<file path="config.mk">
export PLATFORM = sky130hd
export DESIGN_NAME = wheel_speed_scheduler
export DESIGN_NICKNAME = d
export VERILOG_FILES = /design/src/rtl/wheel_speed_scheduler.sv
export SDC_FILE = /design/constraint.sdc
export NUM_CORES = 1
export LEC_CHECK = 0
export BUFFER_PORTS_ARGS = -buffer_cell sky130_fd_sc_hd__buf_2
export CAP_MARGIN = 40
export CORE_AREA = 2 2 93 95
export CTS_BUF_LIST = sky130_fd_sc_hd__clkbuf_2 sky130_fd_sc_hd__clkbuf_4 sky130_fd_sc_hd__clkbuf_8
export DETAILED_ROUTE_END_ITERATION = 12
export DIE_AREA = 0 0 95 97
export GPL_TIMING_DRIVEN = 0
export HOLD_SLACK_MARGIN = 0.1
export PLACE_DENSITY = 0.76
export SYNTH_ARGS = -nofsm -noshare
export SYNTH_HDL_FRONTEND = slang
export SYNTH_SLANG_ARGS = --single-unit
</file>
<file path="constraint.sdc">
create_clock -name CLK -period 1.75 [get_ports CLK]
set_input_delay 0.35 -clock CLK [delete_from_list [all_inputs] [get_ports CLK]]
set_output_delay 0.35 -clock CLK [all_outputs]
set_load 0.005 [all_outputs]
</file>
<file path="src/rtl/wheel_speed_scheduler.sv">
// Wheel-speed window scheduler: per-wheel synchronised edge counters share one window
// timer; each window's snapshot is streamed out one wheel per valid/ready beat.

module wheel_speed_lane #(
   parameter int CNT_W = 8
) (
   input  logic             CLK,
   input  logic             RST,
   input  logic             enc_a,
   input  logic             count_en,
   input  logic             win_end,
   output logic [CNT_W-1:0] cnt,
   output logic             sat
);
   localparam logic [CNT_W-1:0] CNT_MAX = '1;

   logic             sync1_q, sync1_d;
   logic             sync2_q, sync2_d;
   logic             prev_q, prev_d;
   logic             rise;
   logic [CNT_W-1:0] cnt_q, cnt_d;

   assign rise = sync2_q & ~prev_q;
   assign cnt  = cnt_q;
   assign sat  = (cnt_q == CNT_MAX);

   always_comb begin
      sync1_d = enc_a;
      sync2_d = sync1_q;
      prev_d  = sync2_q;
      cnt_d   = cnt_q;
      // an edge on the window-end cycle opens the new window rather than the old one
      if (!count_en)
         cnt_d = '0;
      else if (win_end)
         cnt_d = rise ? CNT_W'(1) : '0;
      else if (rise && (cnt_q != CNT_MAX))
         cnt_d = cnt_q + CNT_W'(1);
   end

   always_ff @(posedge CLK) begin
      if (RST) begin
         sync1_q <= 1'b0;
         sync2_q <= 1'b0;
         prev_q  <= 1'b0;
         cnt_q   <= '0;
      end else begin
         sync1_q <= sync1_d;
         sync2_q <= sync2_d;
         prev_q  <= prev_d;
         cnt_q   <= cnt_d;
      end
   end
endmodule

module wheel_speed_scheduler #(
   parameter int N_WHEELS    = 4,
   parameter int WINDOW_CLKS = 200000,
   parameter int CNT_W       = 8,
   parameter int ID_W        = 2
) (
   input  logic                CLK,
   input  logic                RST,
   input  logic                enable,
   input  logic [N_WHEELS-1:0] enc_a,
   output logic                window_strb,
   output logic                spd_valid,
   input  logic                spd_ready,
   output logic [ID_W-1:0]     spd_id,
   output logic [CNT_W-1:0]    spd_data,
   output logic                spd_sat,
   output logic                overrun
);
   localparam int               TMR_W   = $clog2(WINDOW_CLKS);
   localparam logic [TMR_W-1:0] TMR_MAX = TMR_W'(WINDOW_CLKS - 1);
   localparam logic [ID_W-1:0]  ID_LAST = ID_W'(N_WHEELS - 1);

   typedef enum logic {W_IDLE, W_COUNT} win_state_e;
   typedef enum logic {S_IDLE, S_SEND}  snd_state_e;

   win_state_e                        win_state_q, win_state_d;
   snd_state_e                        snd_state_q, snd_state_d;
   logic [TMR_W-1:0]                  timer_q, timer_d;
   logic                              strb_q, strb_d;
   logic [N_WHEELS-1:0][CNT_W-1:0]    snap_q, snap_d;
   logic [N_WHEELS-1:0]               snap_sat_q, snap_sat_d;
   logic [ID_W-1:0]                   idx_q, idx_d;
   logic                              valid_q, valid_d;
   logic                              overrun_q, overrun_d;

   logic [N_WHEELS-1:0][CNT_W-1:0]    cnt;
   logic [N_WHEELS-1:0]               cnt_sat;
   logic                              count_en;
   logic                              end_evt;

   assign count_en = (win_state_q == W_COUNT) && enable;
   // strb_q is high exactly on the cycle the timer sits at its last count
   assign end_evt  = strb_q;

   for (genvar i = 0; i < N_WHEELS; i++) begin : g_lane
      wheel_speed_lane #(.CNT_W(CNT_W)) u_lane (
         .CLK      (CLK),
         .RST      (RST),
         .enc_a    (enc_a[i]),
         .count_en (count_en),
         .win_end  (end_evt),
         .cnt      (cnt[i]),
         .sat      (cnt_sat[i])
      );
   end

   always_comb begin
      win_state_d = win_state_q;
      timer_d     = timer_q;
      case (win_state_q)
         W_IDLE: begin
            timer_d = '0;
            if (enable) win_state_d = W_COUNT;
         end
         default: begin
            timer_d = (timer_q == TMR_MAX) ? '0 : timer_q + TMR_W'(1);
            if (!enable) begin
               win_state_d = W_IDLE;
               timer_d     = '0;
            end
         end
      endcase
      strb_d = (win_state_d == W_COUNT) && (timer_d == TMR_MAX);
   end

   always_comb begin
      snd_state_d = snd_state_q;
      snap_d      = snap_q;
      snap_sat_d  = snap_sat_q;
      idx_d       = idx_q;
      valid_d     = valid_q;
      overrun_d   = overrun_q;
      case (snd_state_q)
         S_IDLE: begin
            if (end_evt) begin
               snap_d      = cnt;
               snap_sat_d  = cnt_sat;
               idx_d       = '0;
               valid_d     = 1'b1;
               snd_state_d = S_SEND;
            end
         end
         default: begin
            // a snapshot arriving mid-stream is dropped; the one in flight finishes intact
            if (end_evt) overrun_d = 1'b1;
            if (spd_ready) begin
               if (idx_q == ID_LAST) begin
                  idx_d       = '0;
                  valid_d     = 1'b0;
                  snd_state_d = S_IDLE;
               end else begin
                  idx_d = idx_q + ID_W'(1);
               end
            end
         end
      endcase
   end

   always_ff @(posedge CLK) begin
      if (RST) begin
         win_state_q <= W_IDLE;
         snd_state_q <= S_IDLE;
         timer_q     <= '0;
         strb_q      <= 1'b0;
         snap_q      <= '0;
         snap_sat_q  <= '0;
         idx_q       <= '0;
         valid_q     <= 1'b0;
         overrun_q   <= 1'b0;
      end else begin
         win_state_q <= win_state_d;
         snd_state_q <= snd_state_d;
         timer_q     <= timer_d;
         strb_q      <= strb_d;
         snap_q      <= snap_d;
         snap_sat_q  <= snap_sat_d;
         idx_q       <= idx_d;
         valid_q     <= valid_d;
         overrun_q   <= overrun_d;
      end
   end

   assign window_strb = strb_q;
   assign spd_valid   = valid_q;
   assign spd_id      = idx_q;
   assign spd_data    = snap_q[idx_q];
   assign spd_sat     = snap_sat_q[idx_q];
   assign overrun     = overrun_q;
endmodule

</file>
==> results.sh <==
export IMPL_fmaxAchievable_mhz=524
export IMPL_failed_checks="negative setup slack"
export IMPL_io_buffers=20
export IMPL_hold_worst_slack_ps=180
export IMPL_fin_nets=578
export IMPL_setup_worst_path_class="flip-flop to output port"
export IMPL_synthesis_yosys_warnings=0
export IMPL_period_minus_slack_ps=1910
export IMPL_timing_final_crit_share=1.09
export IMPL_initial_core_utilization=0.559
export IMPL_avgSynthCellArea_um2=8.67
export IMPL_ports=22
export IMPL_timing_final_setup_violations=10
export IMPL_clock_path_buffers=2
export IMPL_flow_area_growth_from_synthesis_pct=16.2
export IMPL_worst_hold_path_num_cells=2
export IMPL_report_final_slew_viol_count=0
export IMPL_floorplan_die_area_um2=9220
export IMPL_antenna_diode_count=0
export IMPL_gp_congestion=0.892
export IMPL_crit_fanout=8
export IMPL_first_global_vias=3607
export IMPL_insertion_delay_to_the_later_sink_of_the_worst_skew_pair_ps=370
export IMPL_drc=0
export IMPL_synth_enable_flop_cells=0
export IMPL_timing_max_slew_rel_slack=0.648
export IMPL_fp_dieW_um=95
export IMPL_synth_cells=524
export IMPL_grt_usage=0.227
export IMPL_yosysSeqAreaShare=0.463
export IMPL_drt_pre_antenna_iters=4
export IMPL_preCtsSetupSlack_ps=-524
export IMPL_prevailing_post_synth_register_cell="dfxtp_1"
export IMPL_fraction_of_layout_instances_using_a_drive_strength_above_1=0.192
export IMPL_synthArstFlopShare=0
export IMPL_postRouteWirelength_mm=10.2
export IMPL_antenna_violating_nets_post_route=0
export IMPL_cellLeakagePower_nw=1.79
export IMPL_critical_path_cell_chain="clkbuf_16 -> mux4_2 -> buf_2"
export IMPL_critical_path_arrival_ps=1560
export IMPL_worst_r2r_path_depth=5
export IMPL_hold_viol_final=0
export IMPL_routed_wire_length_per_instance_um=15.2
export IMPL_synth_distinct_cells=53
export IMPL_grt_pass1_wl_mm=16.6
export IMPL_htree_levels=3
export IMPL_max_slew_worst_pin_slew_ps=528
export IMPL_fill_cells=669
export IMPL_worstHoldPathType="input pin to flip-flop"
export IMPL_std_cell_rows=33
export IMPL_critPathSlowestCell="mux4_2"
export IMPL_layout_cells_non_filler=674
export IMPL_postSynthNetCount=538
export IMPL_drt_iter0_drc=149
export IMPL_die_h_um=97
export IMPL_setup_ws_ps=-158
export IMPL_rsz0062_at_grt="yes"
export IMPL_tritoncts_buffer_count=9
export IMPL_run_status="finished with violations"
export IMPL_routed_via_count=3800
export IMPL_maxCapViolCount=0
export IMPL_cp_slowest_stage_delay_ps=510
export IMPL_place_inst=649
export IMPL_worst_ep_required_time_ps=1400
export IMPL_synth_area_um2=4540
export IMPL_cts_root_buf="clkbuf_8"
export IMPL_tritoncts="yes"
export IMPL_cts_sink_count=105
export IMPL_grt_overflow_total=0
export IMPL_post_drt_via_cell_ratio=5.64
export IMPL_crit_path_start_kind="flip-flop"
export IMPL_core_area_um2=8130
export IMPL_grt_start_max_net_pins=18
export IMPL_clk_pin_slew_ps=100
export IMPL_ir_worst_vdd_uv=566
export IMPL_place_hpwl_mm=7.09
export IMPL_power_density_nw_per_um2=787
export IMPL_worstSetupEndpointType="output port"
export IMPL_yosys_register_bits=105
export IMPL_antenna_found_initial=0
export IMPL_finalClockSkew_ps=12.7
-- worst max-delay path, delay by kind of cell (launching register included) --
| kind | cells | cell delay, ps |
|---|---|---|
| flops | 1 | 360 |
| mux | 1 | 510 |
| buf+inv | 2 | 310 |
-- what timing repair did --
item                                    CTS  global route
endpoints found under the setup margin   52            66
pin swaps                                 3             4
hold buffers                              0             0
buffers inserted                          8             4
resized for setup                        36            30
hold endpoints to repair                  0             0
-- logic make-up (layout without fill, tap and decap cells) --
kind of cell,count (synthesis),count (layout),share of synthesized area
AO/OA/AOI/OAI,79,79,0.100
XOR/XNOR,32,32,0.0617
adder cells (fa/ha/maj),6,6,0.0165
buffers and inverters,34,79,0.0322
flip-flops,105,105,0.463
multiplexers,14,14,0.0556
AND/OR/NAND/NOR,254,254,0.271
-- where the power goes --
group / internal (mW) / switching (mW) / leakage [nW] / total [mW]
logic: 0.0301 / 0.0583 / 0.819 / 0.0883
clock network: 0.830 / 0.840 / 0.111 / 1.67
registers: 2.39 / 0.00564 / 0.858 / 2.39
total: 3.25 / 0.903 / 1.79 / 4.15
-- cell usage in the layout, fill, tap and decap left out, types with 9 or more instances in the layout --
| master | instances |
|---|---|
| nand2_1 | 95 |
| dfxtp_1 | 90 |
| nor2_1 | 60 |
| a21oi_1 | 50 |
| buf_2 | 21 |
| nor2b_1 | 17 |
| xnor2_1 | 16 |
| xor2_1 | 16 |
| nand3_1 | 15 |
| nand4_1 | 13 |
| buf_4 | 13 |
| mux4_2 | 9 |
| inv_1 | 9 |
| o21ai_0 | 9 |
| clkbuf_8 | 9 |
-- area by class of cell --
class	instances	area, um2	area share
repair buffers	32	196	0.0372
plain buffers	22	144	0.0273
clock buffers	10	131	0.0249
multi-input cells	385	2410	0.457
well taps	105	131	0.0249
inverters	9	33.8	0.00640
flip-flops and latches	105	2140	0.405
clock inverters	6	90.1	0.0171
-- metal layers --
layer / part of all wire / track usage / wire length, um
met1: 0.47 / 0.315 / 4840
met2: 0.47 / 0.356 / 4810
met3: 0.047 / 0.0569 / 484
met4: 0.0077 / 0.0557 / 79
met5: 0 / 0 / 0
-- cells in the mapped netlist (3+ instances only) --
master,number,share of area
ha_1,6,0.017
nand2_1,95,0.078
mux4_2,9,0.045
mux2i_1,5,0.011
nand3b_1,7,0.012
nor2b_1,17,0.023
nand2b_1,5,0.0069
dfxtp_1,105,0.46
o21ai_0,11,0.012
nand3_1,16,0.018
a21oi_1,50,0.055
nand4_1,13,0.018
nor2_1,60,0.050
xor2_1,16,0.031
buf_2,3,0.0033
and3_1,9,0.012
clkbuf_1,18,0.015
nor4_1,3,0.0041
xnor2_1,16,0.031
nor3_1,10,0.011
inv_1,9,0.0074
or3_1,3,0.0041
-- final timing paths --
check                             end                      from  slack (ps)
min          g_lane[3].u_lane.sync1_q                  enc_a[3]         180
min reg2reg   g_lane[3].u_lane.prev_d  g_lane[3].u_lane.sync1_q         450
max reg2reg               window_strb               timer_q[12]         -10
max                       spd_data[1]                 spd_id[1]        -160
-- through the flow --
| step | setup TNS (ps) | utilization | total power, mW | area, um2 |
|---|---|---|---|---|
| after CTS | -1200 | 0.635 | 4.19 | 5160 |
| final | -1150 | 0.649 | 4.15 | 5280 |
| after global placement | -12510 | 0.588 | 2.54 | 4780 |
| after global routing | -1630 | 0.649 | 4.27 | 5280 |
| after detailed placement | -14980 | 0.588 | 2.54 | 4780 |
| after floorplan | 0 | - | 2.51 | 4550 |
-- sequential cells by signal, indices dropped and copies added, names as in the netlist --
name	cells
window_strb	1
win_state_q	1
snap_sat_q	4
timer_q	18
g_lane.u_lane.cnt	32
spd_valid	1
g_lane.u_lane.prev_q	4
snd_state_q	1
overrun	1
spd_id	2
snap_q	32
g_lane.u_lane.sync1_q	4
g_lane.u_lane.prev_d	4
Note: power is estimated with default switching activity, not from simulation.
